===== src/rtl/ram_arbiter.sv =====
// ram_arbiter: shares the single ram_async port between the CPU bus path and
// the DMA master. Requests are serialised, the RAM strobes are held for a fixed
// RAM_CYCLES because the RAM gives no completion, and the owner gets read data
// plus a one-cycle ack. DMA wins ties until it has taken DMA_BURST grants in a
// row; after that a waiting CPU is served once.
module ram_arbiter #(
  parameter int RAM_CYCLES = 2,
  parameter int DMA_BURST  = 4
) (
  input  logic        clk,
  input  logic        reset,
  // CPU master
  input  logic [21:0] cpu_addr,
  input  logic [15:0] cpu_data_in,
  output logic [15:0] cpu_data_out,
  input  logic        cpu_rd,
  input  logic        cpu_wr,
  input  logic        cpu_byte_op,
  output logic        cpu_ack,
  // DMA master
  input  logic [21:0] dma_addr,
  input  logic [15:0] dma_data_in,
  output logic [15:0] dma_data_out,
  input  logic        dma_rd,
  input  logic        dma_wr,
  input  logic        dma_byte_op,
  output logic        dma_ack,
  // RAM port
  output logic [21:0] ram_addr,
  output logic [15:0] ram_data_out,
  input  logic [15:0] ram_data_in,
  output logic        ram_rd,
  output logic        ram_wr,
  output logic        ram_byte_op,
  output logic [1:0]  arb_owner
);

  typedef enum logic [1:0] {IDLE, ACCESS, DONE} state_t;

  // One master's request as seen by the RAM side
  typedef struct packed {
    logic [21:0] addr;
    logic [15:0] data;
    logic        byte_op;
    logic        rd;       // rd wins when rd and wr are both high
  } req_t;

  localparam logic [3:0] CNT_LOAD  = 4'(RAM_CYCLES - 1);
  localparam logic [3:0] BURST_MAX = 4'(DMA_BURST);
  localparam logic [1:0] OWN_NONE  = 2'b00;
  localparam logic [1:0] OWN_CPU   = 2'b01;
  localparam logic [1:0] OWN_DMA   = 2'b10;

  state_t     state, state_nxt;
  logic [3:0] cnt;
  logic [3:0] dma_streak;
  logic       cpu_req, dma_req;
  logic       grant_cpu, grant_dma;
  logic       last;
  req_t       sel;

  assign cpu_req = cpu_rd | cpu_wr;
  assign dma_req = dma_rd | dma_wr;
  assign last    = (state == ACCESS) && (cnt == 4'd0);

  // State register
  always_ff @(posedge clk or posedge reset) begin
    if (reset) state <= IDLE;
    else       state <= state_nxt;
  end

  // Next state and grant decision; DMA yields only once its streak is spent
  always_comb begin
    state_nxt = state;
    grant_cpu = 1'b0;
    grant_dma = 1'b0;
    case (state)
      IDLE: begin
        if (dma_req && (!cpu_req || dma_streak != BURST_MAX)) begin
          grant_dma = 1'b1;
          state_nxt = ACCESS;
        end else if (cpu_req) begin
          grant_cpu = 1'b1;
          state_nxt = ACCESS;
        end
      end
      ACCESS:  if (cnt == 4'd0) state_nxt = DONE;
      DONE:    state_nxt = IDLE;
      default: state_nxt = IDLE;
    endcase
  end

  // Pick the winning master's request fields
  always_comb begin
    sel = '0;
    if (grant_dma) sel = '{addr: dma_addr, data: dma_data_in, byte_op: dma_byte_op, rd: dma_rd};
    else           sel = '{addr: cpu_addr, data: cpu_data_in, byte_op: cpu_byte_op, rd: cpu_rd};
  end

  // RAM port registers, owner and access timer
  always_ff @(posedge clk or posedge reset) begin
    if (reset) begin
      ram_addr     <= '0;
      ram_data_out <= '0;
      ram_rd       <= 1'b0;
      ram_wr       <= 1'b0;
      ram_byte_op  <= 1'b0;
      arb_owner    <= OWN_NONE;
      cnt          <= '0;
    end else begin
      case (state)
        IDLE: if (grant_cpu || grant_dma) begin
          ram_addr     <= sel.addr;
          ram_data_out <= sel.data;
          ram_byte_op  <= sel.byte_op;
          ram_rd       <= sel.rd;
          ram_wr       <= ~sel.rd;
          arb_owner    <= grant_dma ? OWN_DMA : OWN_CPU;
          cnt          <= CNT_LOAD;
        end
        ACCESS: begin
          if (cnt == 4'd0) begin
            ram_rd      <= 1'b0;
            ram_wr      <= 1'b0;
            ram_byte_op <= 1'b0;
          end else begin
            cnt <= cnt - 4'd1;
          end
        end
        DONE:    arb_owner <= OWN_NONE;
        default: arb_owner <= OWN_NONE;
      endcase
    end
  end

  // Read capture and completion pulse, only ever touching the owner's side
  always_ff @(posedge clk or posedge reset) begin
    if (reset) begin
      cpu_data_out <= '0;
      dma_data_out <= '0;
      cpu_ack      <= 1'b0;
      dma_ack      <= 1'b0;
    end else begin
      cpu_ack <= last && (arb_owner == OWN_CPU);
      dma_ack <= last && (arb_owner == OWN_DMA);
      if (last && ram_rd) begin
        if (arb_owner == OWN_CPU) cpu_data_out <= ram_data_in;
        if (arb_owner == OWN_DMA) dma_data_out <= ram_data_in;
      end
    end
  end

  // DMA streak: saturating count of DMA grants, cleared by a CPU grant
  always_ff @(posedge clk or posedge reset) begin
    if (reset)
      dma_streak <= '0;
    else if (grant_cpu)
      dma_streak <= '0;
    else if (grant_dma && dma_streak != BURST_MAX)
      dma_streak <= dma_streak + 4'd1;
  end

endmodule


===== config.mk =====
export PLATFORM = sky130hd
export DESIGN_NAME = ram_arbiter
export DESIGN_NICKNAME = d
export VERILOG_FILES = /design/src/rtl/ram_arbiter.sv
export SDC_FILE = /design/constraint.sdc
export NUM_CORES = 1
export LEC_CHECK = 0
export ABC_AREA = 1
export CORE_AREA = 4 4 102 104
export CTS_CLUSTER_DIAMETER = 200
export DETAILED_ROUTE_END_ITERATION = 12
export DIE_AREA = 0 0 106 108
export PLACE_DENSITY_LB_ADDON = 0.3
export SYNTH_ARGS = -nofsm -noshare
export SYNTH_HDL_FRONTEND = slang
export SYNTH_SLANG_ARGS = --single-unit

===== constraint.sdc =====
create_clock -name clk -period 6.7 [get_ports clk]
set_input_delay 1.005 -clock clk [delete_from_list [all_inputs] [get_ports clk]]
set_output_delay 1.005 -clock clk [all_outputs]
set_load 0.02 [all_outputs]

### Word-level counts from Yosys, hierarchy flattened

Index checks and enable logic that the tools add are counted.

| storage, ports and cells | value |
|---|---|
| input port bits | 100 |
| output and inout port bits | 77 |
| register bits after elaboration | 87 |
| word-level logic and storage cells | 72 |

| cells by class | value |
|---|---|
| add/subtract/negate cells | 2 |
| multiplexer cells | 25 |
| eq/ne operators | 8 |
| reductions and logical operators | 20 |
| bitwise gates (word level) | 4 |

Operator list:

| kind | number |
|---|---|
| $mux 40 | 1 |
| $mux 4 | 4 |
| $mux 2 | 5 |
| $reduce_and 2->1 | 5 |
| $mux 1 | 9 |
| $pmux 2 s2 | 2 |
| $pmux 4 s2 | 1 |
| $logic_and 1x1->1 | 6 |
| $pmux 1 s2 | 3 |
| $reduce_and 3->1 | 2 |
| $add 4x1->4 const B | 1 |
| $eq 2x1->1 const B | 2 |
| $logic_not 4->1 | 1 |
| $ne 2x2->1 const B | 2 |
| $ne 4x3->1 const B | 1 |
| $reduce_bool 2->1 | 2 |
| $sub 4x1->4 const B | 1 |
| $ne 3x3->1 const B | 1 |
| $eq 2x2->1 const B | 1 |
| $logic_not 2->1 | 1 |
| $logic_or 1x1->1 | 2 |
| $ne 2x1->1 const B | 1 |
| $not 1->1 | 2 |
| $or 1x1->1 | 2 |
| $logic_not 1->1 | 1 |

### Logic depth before layout (Yosys ltp)

Gate-level depths: netlist (run 1).

| logic depth | value |
|---|---|
| depth after elaboration | 10 |
| mapped depth | 11 |
| mapped depth without buffers | 10 |

### Least setup slack after synthesis (run 1)

No wires, ideal clock.

| path | value |
|---|---|
| path kind | input to register |
| start point | input port cpu_wr |
| end point | register ram_addr[10] |
| buffers on the path | 1 |
| arrival time | 1790 ps |
| stages on the path | 9 |
| required time | 6583 ps |
| setup slack | 4793 ps |
| setup time | 117 ps |
| cells stage by stage | nor2_1 -> inv_1 -> nand2_2 -> nand2_2 -> inv_2 -> buf_6 -> nand2_1 -> nand3_1 -> nand2_1 |

| between the ends | value |
|---|---|
| longest elaborated chain between the ends | 8 |
| elaborated cells on any way between the ends | 12 |
| classes of those cells | mux (6); bitwise (1); reduce/logical (5) |

Ends and longest elaborated chain:

| element | line | text |
|---|---|---|
| start, declared | 17 | `input logic cpu_wr,` |
| $or 1x1->1 (*) | 62 | `assign cpu_req = cpu_rd \| cpu_wr;` |
| $logic_not 1->1 | 79 | `if (dma_req && (!cpu_req \|\| dma_streak != BURST_MAX)) begin` |
| $logic_or 1x1->1 | 79 |  |
| $logic_and 1x1->1 | 79 |  |
| $mux 1 | 79 |  |
| $mux 1 | 77 | `case (state)` |
| $logic_or 1x1->1 | 112 | `IDLE: if (grant_cpu \|\| grant_dma) begin` |
| $reduce_and 2->1 (no line) | n/a |  |
| end signal, assigned | 113 | `ram_addr <= sel.addr;` |
| end, declared | 29 | `output logic [21:0] ram_addr,` |

Mark *: on every way between the ends. The rest lies on a longest branch, timed or not.
A chain may end at the register's enable or synchronous reset.

### Final worst setup path (run 1)

| path | value |
|---|---|
| start point | input port cpu_rd |
| end point | register ram_addr[11] |

| between the ends | value |
|---|---|
| longest elaborated chain between the ends | 8 |
| elaborated cells on any way between the ends | 12 |
| classes of those cells | mux (6); bitwise (1); reduce/logical (5) |

Ends and longest elaborated chain:

| element | line | text |
|---|---|---|
| start, declared | 16 | `input logic cpu_rd,` |
| $or 1x1->1 (*) | 62 |  |
| $logic_not 1->1 | 79 |  |
| $logic_or 1x1->1 | 79 |  |
| $logic_and 1x1->1 | 79 |  |
| $mux 1 | 79 |  |
| $mux 1 | 77 |  |
| $logic_or 1x1->1 | 112 |  |
| $reduce_and 2->1 (no line) | n/a |  |

Marks and branches as above.

==> results of run 1 <==
[state kept, by name, indices dropped and copies added, names as in the netlist]
| signal | count |
|---|---|
| arb_owner | 2 |
| cnt | 4 |
| cpu_ack | 1 |
| cpu_data_out | 16 |
| dma_ack | 1 |
| dma_data_out | 16 |
| dma_streak | 4 |
| ram_addr | 22 |
| ram_byte_op | 1 |
| ram_data_out | 16 |
| ram_rd | 1 |
| ram_wr | 1 |
| state | 2 |
[kinds of logic (layout without fill, tap and decap cells)]
logic type,Yosys count,after routing,synth area share (%)
buf+inv,135,306,13.3
flops,87,87,51.3
xor+xnor,2,2,0.413
fa+ha+maj,4,4,1.18
simple gates,289,289,28.8
compound gates,40,40,4.99
[worst min-delay path, cell delays in order, from the launching register on]
cell and delay, ps:
sky130_fd_sc_hd__dfrtp_1 350, sky130_fd_sc_hd__nand2_1 50, sky130_fd_sc_hd__nand2_1 50
[where the power goes]
| group | total [mW] | internal (mW) | switching (mW) |
|---|---|---|---|
| Combinational | 1.45 | 0.621 | 0.825 |
| Sequential | 0.925 | 0.768 | 0.156 |
| Clock | 0.372 | 0.177 | 0.195 |
| Total | 2.74 | 1.57 | 1.18 |
[metrics by stage]
| step | cells | hold slack (ps) | total power [mW] | util, % | worst slack (ps) |
|---|---|---|---|---|---|
| after floorplan | 557 | 514 | 1.75 | - | 3440 |
| after global placement | 845 | 462 | 2.35 | 63.2 | 3130 |
| after detailed placement | 845 | 465 | 2.39 | 63.2 | 3030 |
| after CTS | 861 | 488 | 2.77 | 65.3 | 3410 |
| after global routing | 861 | 517 | 2.94 | 65.3 | 3160 |
| final | 861 | 486 | 2.74 | 65.3 | 3400 |
[cell type report]
| cell class | instances | area share [%] |
|---|---|---|
| Clock buffer | 9 | 1.99 |
| Inverter | 113 | 6.82 |
| Tap cell | 133 | 2.67 |
| Multi-Input combinational cell | 335 | 24.0 |
| Sequential cell | 87 | 34.9 |
| Clock inverter | 7 | 1.24 |
| Timing Repair Buffer | 177 | 28.4 |
[routing by layer]
layer	up-vias	track usage [%]	wire length (um)
met4	0	7.68	204
met5	-	0	0
met3	18	5.43	893
met1	1837	23.1	4680
li1	2000	-	-
met2	150	32.8	5300
[how the worst max path moves through the flow]
stage / slack (ps) / startpoint / depth (start not counted) / to
2_1_floorplan: 3440 / reset / 1 / arb_owner[0]$_DFFE_PP0P_
3_3_place_gp: 3130 / cpu_rd / 7 / ram_data_out[15]$_DFFE_PP0P_
3_5_place_dp: 3030 / cpu_rd / 7 / ram_addr[11]$_DFFE_PP0P_
4_1_cts: 3410 / cpu_rd / 7 / ram_addr[11]$_DFFE_PP0P_
5_1_grt: 3160 / cpu_rd / 7 / ram_addr[7]$_DFFE_PP0P_
6_report: 3400 / cpu_rd / 7 / ram_addr[11]$_DFFE_PP0P_
[cells in the final DEF, fill, tap and decap left out, types with 5 or more instances in the layout]
cell and n:
sky130_fd_sc_hd__inv_1 110, sky130_fd_sc_hd__nand4_1 7, sky130_fd_sc_hd__o21ai_0 5, sky130_fd_sc_hd__clkdlybuf4s50_1 176
sky130_fd_sc_hd__nand2_1 212, sky130_fd_sc_hd__dfrtp_1 87, sky130_fd_sc_hd__nor2_1 7, sky130_fd_sc_hd__clkbuf_8 9
sky130_fd_sc_hd__o21ai_1 32, sky130_fd_sc_hd__nand3_1 52
==> run_results.csv, run 1 <==
group,metric,value,unit
place,place.detailed.hpwl,8110,um
synth,post-synth-top-area-fraction,51.3,%
floorplanning,fp.dieH,108,um
grt,antenna_found_initial,0,
synth,synthFlopType,"sky130_fd_sc_hd__dfrtp_1",
min_path,worstHoldEndpoint,"ram_data_out[0]$_DFFE_PP0P_",
synth,mean_cell_area_of_the_mapped_netlist,7.62,um2
floorplanning,rows,36,
critical_path,timing_worst_setup_path_type,"in -> reg",
power_and_ir_drop,leakage_power_of_the_design,3.37,nW
cts,cts.repair_timing.setup_buffer_count,0,
critical_path,worstPathMaxFanout,45,
cts,tritoncts_clock_tree,"yes",
sta,worst_slew_pin_slew,1140,ps
route,first_iter_violations,158,
floorplanning,chipWidth,106,um
sta,clock_skew,12.7,ps
place,io_buffers,176,
route,antenna_violating_nets_post_route,0,
cts,clock_sink_count,87,
cts,cts-resized-gates,0,
min_path,hold_start,"ram_data_out[0]$_DFFE_PP0P_",
floorplanning,placeableCoreArea,9550,um2
sta,final-setup-viol-count,0,
synth,synth_nets,661,
synth,synth-seq-cells,87,
critical_path,worstSetupStartpointType,"primary input",
critical_path,setup.worst_path.end_class,"register",
grt,first_global_vias,3930,
cts,clock-root-buffer,"sky130_fd_sc_hd__clkbuf_8",
critical_path,worst_r2r_path_depth,9,
sta,timing.final.crit_share,49.2,%
min_path,timing.hold.worst.class,"reg -> reg",
grt,grt_use_total,19.2,%
place,post_dp_cell_area,6040,um2
sta,fmax,303,MHz
power_and_ir_drop,vdd.ir_drop.worst,0.201,mV
synth,synth_cell_area,4240,um2
cts,ctsHoldBuffers,0,
synth,ys_seq_area_share,51.3,%
synth,synth_common_cells,"sky130_fd_sc_hd__nand2_1 (212), sky130_fd_sc_hd__inv_1 (111), sky130_fd_sc_hd__dfrtp_1 (87)",
critical_path,reg2reg_from,"dma_streak[0]$_DFFE_PP0P_",
min_path,hold_path_stages,2,
route,viasPerCell,4.65,
synth,synth.area.top_cells,"sky130_fd_sc_hd__dfrtp_1 (51%), sky130_fd_sc_hd__nand2_1 (19%), sky130_fd_sc_hd__inv_1 (9.8%), sky130_fd_sc_hd__nand3_1 (6.1%), sky130_fd_sc_hd__o21ai_1 (3.8%)",
cells_and_area,post_route_cell_area,6240,um2
cells_and_area,areaGrowthSynthToFinish,47.1,%
cts,cts_made_buffers,9,
critical_path,cp.buffers_inverters,3,
floorplanning,num_io_pins,177,
sta,finalWorstPathRequiredPeriod,3300,ps
cells_and_area,ff_latch_area,2180,um2
synth,async_reset_ff_share,100,%
cts,cts_htree_levels,3,
critical_path,crit_path_top_delay_cell,"sky130_fd_sc_hd__o21ai_4",
route,postRouteWirelength,11100,um
sta,hold_viol_final,0,
route,detailed_route_via_count,4005,
cts,cts_buffer_depth,2,
route,post-route-drc-count,0,
cts,clk_latency,350,ps
synth,synth_enable_flop_cells,0,
outcome,outcome,"completed",
grt,grt_max_degree,88,
synth,yosys.area.top_type,"sky130_fd_sc_hd__dfrtp_1",
sta,number_of_pins_with_negative_max_slew_slack_in_the_final_report,0,
cells_and_area,antenna_cells_inserted,0,
floorplanning,initial_core_util,44.4,%
route,drt-wirelength-per-cell,12.9,um
critical_path,slowest_delay,870,ps
critical_path,crit_chain,"clkdlybuf4s50_1, nor2_1, inv_1, o21ai_4, inv_2, nand3_1, nand2_1",
synth,yosysWarningCount,0,
critical_path,timing.rr.end,"ram_addr[9]$_DFFE_PP0P_",
floorplanning,die-area,11400,um2
sta,timing.slew.headroom,23.8,%
cts,worst_setup_hold_path_clk_slew,90,ps
synth,syn_inst,557,
grt,grt_first_pass_wirelength,17900,um
cells_and_area,final_layout_size_suffix_gt1_share,3.98,%
route,detailedRoute.firstPassIterationCount,4,
critical_path,timing.critical_path.required,6930,ps
critical_path,reg2reg_slack,4540,ps
cells_and_area,filler_cell_count,837,
synth,synth.most_common_cell,"sky130_fd_sc_hd__nand2_1",
cells_and_area,fin_nets,827,
grt,overflow,0,
sta,total_negative_setup_slacks,0,ps
critical_path,timing.critical_path.max_delay_family,"buffers and inverters",
synth,netlist-cell-type-count,24,
cells_and_area,combined_area_of_the_multi_input_logic_cells,1500,um2
critical_path,timing.critical_path.arrival,3520,ps
job,maxCapViolations,0,
power_and_ir_drop,power_density,440,nW/um2
place,gpl.final_weighted_congestion,0.799,
sta,grt_setup_unrepaired,"no",
No activity file was read; power rests on OpenSTA's default activity.
==> run 2: changes to the inputs <==
CORE_AREA = 4 4 110 112   (was 4 4 102 104)
DIE_AREA = 0 0 114 116   (was 0 0 106 108)
clock period = 2.7 ns   (was 6.7 ns; I/O delays follow)
==> run 2 against run 1 <==
  * Die area is 16% higher
  * Critical endpoint is now ram_data_out[7]$_DFFE_PP0P_
  * Combinational power grew to 2.5 times the previous value
  * Final cell count up 2.0%
  * Global-route usage decreased by 2.1 points
  * Via count rose by 1.5%
  * Clock skew shrank 5.9 ps
  * Highest routed layer unchanged
==> run_results.csv, run 2 (synthesis gave the netlist of run 1 again) <==
group,metric,value,unit
cells_and_area,antenna_cells_inserted,0,
sta,finalHoldWorstSlack,404,ps
place,gpl.final_weighted_congestion,0.808,
floorplanning,chipWidth,114,um
job,maxCapViolations,0,
power_and_ir_drop,power_frac_clock,17.5,%
cts,cts_made_buffers,9,
power_and_ir_drop,post-layout-total-power,7.19,mW
cells_and_area,layout_commonest_cell,"sky130_fd_sc_hd__nand2_1",
place,placement.setup.worst_slack,399,ps
cts,cts.repair_timing.setup_buffer_count,0,
floorplanning,placeableCoreArea,11200,um2
critical_path,worstSetupStartpointType,"register",
critical_path,capturing_element_of_the_worst_setup_path,"ram_data_out[7]$_DFFE_PP0P_",
place,place.detailed.hpwl,8410,um
cells_and_area,largest-register,"ram_addr",
critical_path,timing.critical_path.max_delay_family,"simple AND/OR/NAND/NOR gates",
cells_and_area,final_layout_size_suffix_gt1_share,4.90,%
place,io_buffers,176,
sta,grt_setup_unrepaired,"no",
outcome,outcome,"completed",
power_and_ir_drop,leakage_power_of_the_design,3.45,nW
sta,hold_viol_final,0,
place,numPlacedInstances,862,
floorplanning,die-area,13200,um2
route,postRouteWirelength,11300,um
route,detailedRoute.firstPassIterationCount,5,
critical_path,crit_start,"dma_streak[0]$_DFFE_PP0P_",
critical_path,worstSetupPathDepth,10,
cts,cts_buffer_depth,2,
cells_and_area,finalCoreUtilization,57.2,%
critical_path,timing.critical_path.arrival,2220,ps
place,post_dp_cell_area,6110,um2
power_and_ir_drop,combinationalPowerShare,50.5,%
critical_path,worst_r2r_path_depth,10,
grt,antenna_found_initial,0,
critical_path,cp.buffers_inverters,2,
route,antenna_violating_nets_post_route,0,
sta,fmax,499,MHz
cts,worst_setup_hold_path_clk_slew,60,ps
sta,worst_slack,696,ps
critical_path,reg2reg_slack,700,ps
cells_and_area,post_route_cell_area,6420,um2
critical_path,critical_path.most_common_cell,"sky130_fd_sc_hd__nand2_1",
critical_path,reg2reg_from,"dma_streak[0]$_DFFE_PP0P_",
sta,timing.slew.headroom,51.7,%
cells_and_area,areaGrowthSynthToFinish,51.4,%
cells_and_area,fin_nets,834,
cells_and_area,layout_common_cells,"sky130_fd_sc_hd__nand2_1 (212), sky130_fd_sc_hd__clkdlybuf4s50_1 (176), sky130_fd_sc_hd__inv_1 (110)",
power_and_ir_drop,vdd.ir_drop.worst,0.529,mV
sta,total_negative_setup_slacks,0,ps
cts,cts-resized-gates,0,
cells_and_area,largest_register_ff_count,22,
floorplanning,rows,39,
route,drt-wirelength-per-cell,12.8,um
cts,clk_latency,330,ps
critical_path,worstPathMaxFanout,40,
cts,ctsHoldBuffers,0,
critical_path,timing.critical_path.required,2920,ps
critical_path,crit_path_top_delay_cell,"sky130_fd_sc_hd__inv_2",
sta,worst_slew_pin_slew,723,ps
power_and_ir_drop,seq_power_share,32.0,%
sta,timing.final.crit_share,74.2,%
floorplanning,fp.dieH,116,um
power_and_ir_drop,switching_share,41.2,%
cts,clock-root-buffer,"sky130_fd_sc_hd__clkbuf_16",
sta,clock_skew,6.85,ps
critical_path,setup.worst_path.end_class,"register",
grt,grt_first_pass_wirelength,18500,um
route,detailed_route_via_count,4067,
min_path,timing.hold.worst.class,"in -> async",
power_and_ir_drop,p_switching,2.96,mW
critical_path,crit_chain,"inv_1, ha_1, nand2_1, nor2_1, nand2_2, nand2_2, inv_2, nand2_1, nand3_1, nand2_1",
grt,first_global_vias,4077,
power_and_ir_drop,power_density,1120,nW/um2
floorplanning,initial_core_util,37.8,%
sta,final-setup-viol-count,0,
critical_path,timing.rr.end,"ram_data_out[7]$_DFFE_PP0P_",
power_and_ir_drop,intPower,4.22,mW
floorplanning,num_io_pins,177,
route,first_iter_violations,191,
critical_path,slowest_delay,510,ps
route,post-route-drc-count,0,
sta,finalWorstPathRequiredPeriod,2000,ps
sta,number_of_pins_with_negative_max_slew_slack_in_the_final_report,0,
grt,grt_max_degree,42,
cts,clock_sink_count,87,
cells_and_area,final_cell_count_without_fillers,878,
route,viasPerCell,4.63,
critical_path,timing_worst_setup_path_type,"reg -> reg",
grt,overflow,0,
cts,cts_htree_levels,3,
grt,grt_use_total,17.1,%
cts,tritoncts_clock_tree,"yes",
-- run 2: worst register-to-register path, delay by kind of cell (launching register included) --
family / cells / cell delay, ps
fa+ha+maj: 1 / 220
buf+inv: 2 / 590
flops: 1 / 410
simple gates: 7 / 670
-- run 2: per-layer routing --
layer  vias up  global-route usage [%]  wire [um]
met5         -                       0          0
met4         0                    4.43        111
met3        14                    5.43        911
met2       154                    29.5       5440
met1      1884                    20.9       4820
li1       2015                       -          -
-- run 2: layout make-up --
class                   instances  area [um2]
inverters                     113         425
flip-flops and latches         87        2180
clock inverters                 6        68.8
repair buffers                184        1830
well taps                     143         179
fillers                      1047        4800
clock buffers                  10         239
multi-input cells             335        1500
-- run 2: worst min path at each step --
stage	from	end	slack, ps
after CTS	reset	cpu_data_out[14]$_DFFE_PP0P_	410
after detailed placement	ram_addr[3]$_DFFE_PP0P_	ram_addr[3]$_DFFE_PP0P_	470
final	reset	cpu_data_out[14]$_DFFE_PP0P_	400
after floorplan	cnt[3]$_DFFE_PP0P_	cnt[3]$_DFFE_PP0P_	510
after global routing	reset	cpu_data_out[14]$_DFFE_PP0P_	430
after global placement	ram_addr[19]$_DFFE_PP0P_	ram_addr[19]$_DFFE_PP0P_	460
-- run 2: power by group through the flow --
stage,logic (mW),clock network (mW),registers [mW]
floorplan,1.44,0,2.91
global placement,3.58,0,2.30
detailed placement,3.67,0,2.31
CTS,3.68,1.30,2.30
global route,3.98,1.35,2.38
finish,3.63,1.26,2.30
==> run 3: changes to the inputs <==
CORE_AREA = 4 4 105 107   (was 4 4 110 112)
DIE_AREA = 0 0 109 111   (was 0 0 114 116)
clock period = 1.98 ns   (was 2.7 ns; I/O delays follow)
==> run 3 against run 2 <==
  * Clock power down 7%
  * Worst hold slack worse by 15 ps
  * Critical endpoint is now ram_rd
  * Clock skew up 8.1 ps
  * Setup slack worse by 450 ps
  * Register-to-register slack worse by 440 ps
  * First-iteration DRC count up 21%
  * Utilization up 5.2 points
  * Non-clock buffer count up 1
  * Sequential power up 36%
  * Largest power group unchanged
  * Critical path type is now reg -> out
  * Global-route usage up 1.7 points
==> run_results.csv, run 3 (synthesis gave the netlist of run 1 again) <==
group,metric,value,unit
cts,clock_sink_count,87,
sta,worst_slew_pin_slew,704,ps
critical_path,reg2reg_from,"dma_streak[0]$_DFFE_PP0P_",
sta,timing.slew.headroom,53.0,%
cts,clk_latency,350,ps
power_and_ir_drop,switching_share,43.4,%
cts,worst_setup_hold_path_clk_slew,100,ps
critical_path,timing.rr.end,"ram_addr[12]$_DFFE_PP0P_",
place,numPlacedInstances,856,
cells_and_area,areaGrowthSynthToFinish,49.1,%
sta,hold_viol_final,0,
critical_path,timing.critical_path.max_delay_family,"buffers and inverters",
outcome,outcome,"completed",
cells_and_area,layout_commonest_cell,"sky130_fd_sc_hd__nand2_1",
cts,cts_buffer_depth,2,
power_and_ir_drop,leakage_power_of_the_design,3.40,nW
cts,cts-resized-gates,0,
sta,number_of_pins_with_negative_max_slew_slack_in_the_final_report,0,
route,antenna_violating_nets_post_route,0,
critical_path,worst_r2r_path_depth,11,
cells_and_area,antenna_cells_inserted,0,
power_and_ir_drop,p_switching,4.05,mW
critical_path,crit_path_top_delay_cell,"sky130_fd_sc_hd__clkdlybuf4s50_1",
sta,grt_setup_unrepaired,"no",
grt,antenna_found_initial,0,
cells_and_area,largest-register,"ram_addr",
route,first_iter_violations,231,
cts,ctsHoldBuffers,0,
power_and_ir_drop,combinationalPowerShare,53.8,%
power_and_ir_drop,vdd.ir_drop.worst,0.665,mV
critical_path,reg2reg_slack,260,ps
place,placement.setup.worst_slack,-5.71,ps
grt,first_global_vias,4155,
sta,finalWorstPathRequiredPeriod,1740,ps
route,detailedRoute.firstPassIterationCount,5,
route,postRouteWirelength,11200,um
critical_path,worstPathMaxFanout,4,
route,viasPerCell,4.65,
grt,grt_first_pass_wirelength,18600,um
cts,cts_made_buffers,9,
sta,fmax,576,MHz
critical_path,crit_start,"ram_rd$_DFFE_PP0P_",
floorplanning,num_io_pins,177,
sta,clock_skew,14.9,ps
power_and_ir_drop,post-layout-total-power,9.32,mW
floorplanning,placeableCoreArea,10100,um2
power_and_ir_drop,power_frac_clock,12.6,%
route,post-route-drc-count,0,
cells_and_area,final_layout_size_suffix_gt1_share,5.03,%
sta,total_negative_setup_slacks,0,ps
floorplanning,rows,37,
grt,overflow,0,
sta,final-setup-viol-count,0,
critical_path,cp.buffers_inverters,1,
place,io_buffers,176,
route,drt-wirelength-per-cell,12.9,um
cts,cts_htree_levels,3,
floorplanning,fp.dieH,111,um
grt,grt_max_degree,88,
cts,cts.repair_timing.setup_buffer_count,0,
min_path,timing.hold.worst.class,"in -> async",
cells_and_area,layout_common_cells,"sky130_fd_sc_hd__nand2_1 (212), sky130_fd_sc_hd__clkdlybuf4s50_1 (176), sky130_fd_sc_hd__inv_1 (110)",
critical_path,setup.worst_path.end_class,"output pin",
cts,clock-root-buffer,"sky130_fd_sc_hd__clkbuf_8",
sta,timing.final.crit_share,87.7,%
cells_and_area,largest_register_ff_count,22,
job,maxCapViolations,0,
power_and_ir_drop,power_density,1470,nW/um2
route,detailed_route_via_count,4056,
critical_path,timing.critical_path.arrival,1440,ps
power_and_ir_drop,seq_power_share,33.6,%
sta,worst_slack,244,ps
floorplanning,initial_core_util,41.8,%
floorplanning,die-area,12100,um2
place,gpl.final_weighted_congestion,0.818,
place,place.detailed.hpwl,8410,um
critical_path,timing.critical_path.required,1680,ps
critical_path,slowest_delay,660,ps
cells_and_area,final_cell_count_without_fillers,872,
critical_path,timing_worst_setup_path_type,"reg -> out",
critical_path,worstSetupStartpointType,"register",
grt,grt_use_total,18.8,%
cts,tritoncts_clock_tree,"yes",
cells_and_area,fin_nets,835,
floorplanning,chipWidth,109,um
critical_path,crit_chain,"clkdlybuf4s50_1",
power_and_ir_drop,intPower,5.27,mW
[run 3: metal layers]
layer,global-route usage (%),vias up,part of all wire [%]
met4,8.16,0,1.7
met3,4.48,16,7.8
met5,0,-,0
met1,23.6,1867,42
li1,-,2017,-
met2,30.7,156,48
[run 3: how the worst max path moves through the flow]
stage	slack (ps)	to	depth (start not counted)
detailed placement	-6	ram_data_out[2]$_DFFE_PP0P_	7
floorplan	560	ram_addr[10]$_DFFE_PP0P_	11
CTS	220	arb_owner[1]	1
global placement	90	ram_data_out[5]$_DFFE_PP0P_	7
finish	240	ram_rd	1
global route	130	ram_data_out[6]$_DFFE_PP0P_	11
[run 3: final cells by class]
type	instances	area [um2]
clock buffer	9	124
multi-input combinational	335	1500
fill	892	3810
timing repair buffer	185	1870
inverter	113	428
tap	136	170
sequential	87	2180
clock inverter	7	61.3
[run 3: stage by stage]
stage | cell area [um2] | utilization (%) | hold WS, ps
3_3_place_gp | 6140 | 60.6 | 463
2_1_floorplan | 4250 | - | 450
3_5_place_dp | 6140 | 60.6 | 468
6_report | 6330 | 62.4 | 389
4_1_cts | 6330 | 62.4 | 432
5_1_grt | 6330 | 62.4 | 451
[run 3: power by group through the flow]
stage / Sequential, mW / Combinational (mW) / Clock (mW)
global placement: 3.13 / 4.94 / 0
floorplan: 3.97 / 1.97 / 0
finish: 3.13 / 5.01 / 1.17
detailed placement: 3.15 / 5.08 / 0
CTS: 3.14 / 5.08 / 1.20
global route: 3.25 / 5.49 / 1.27
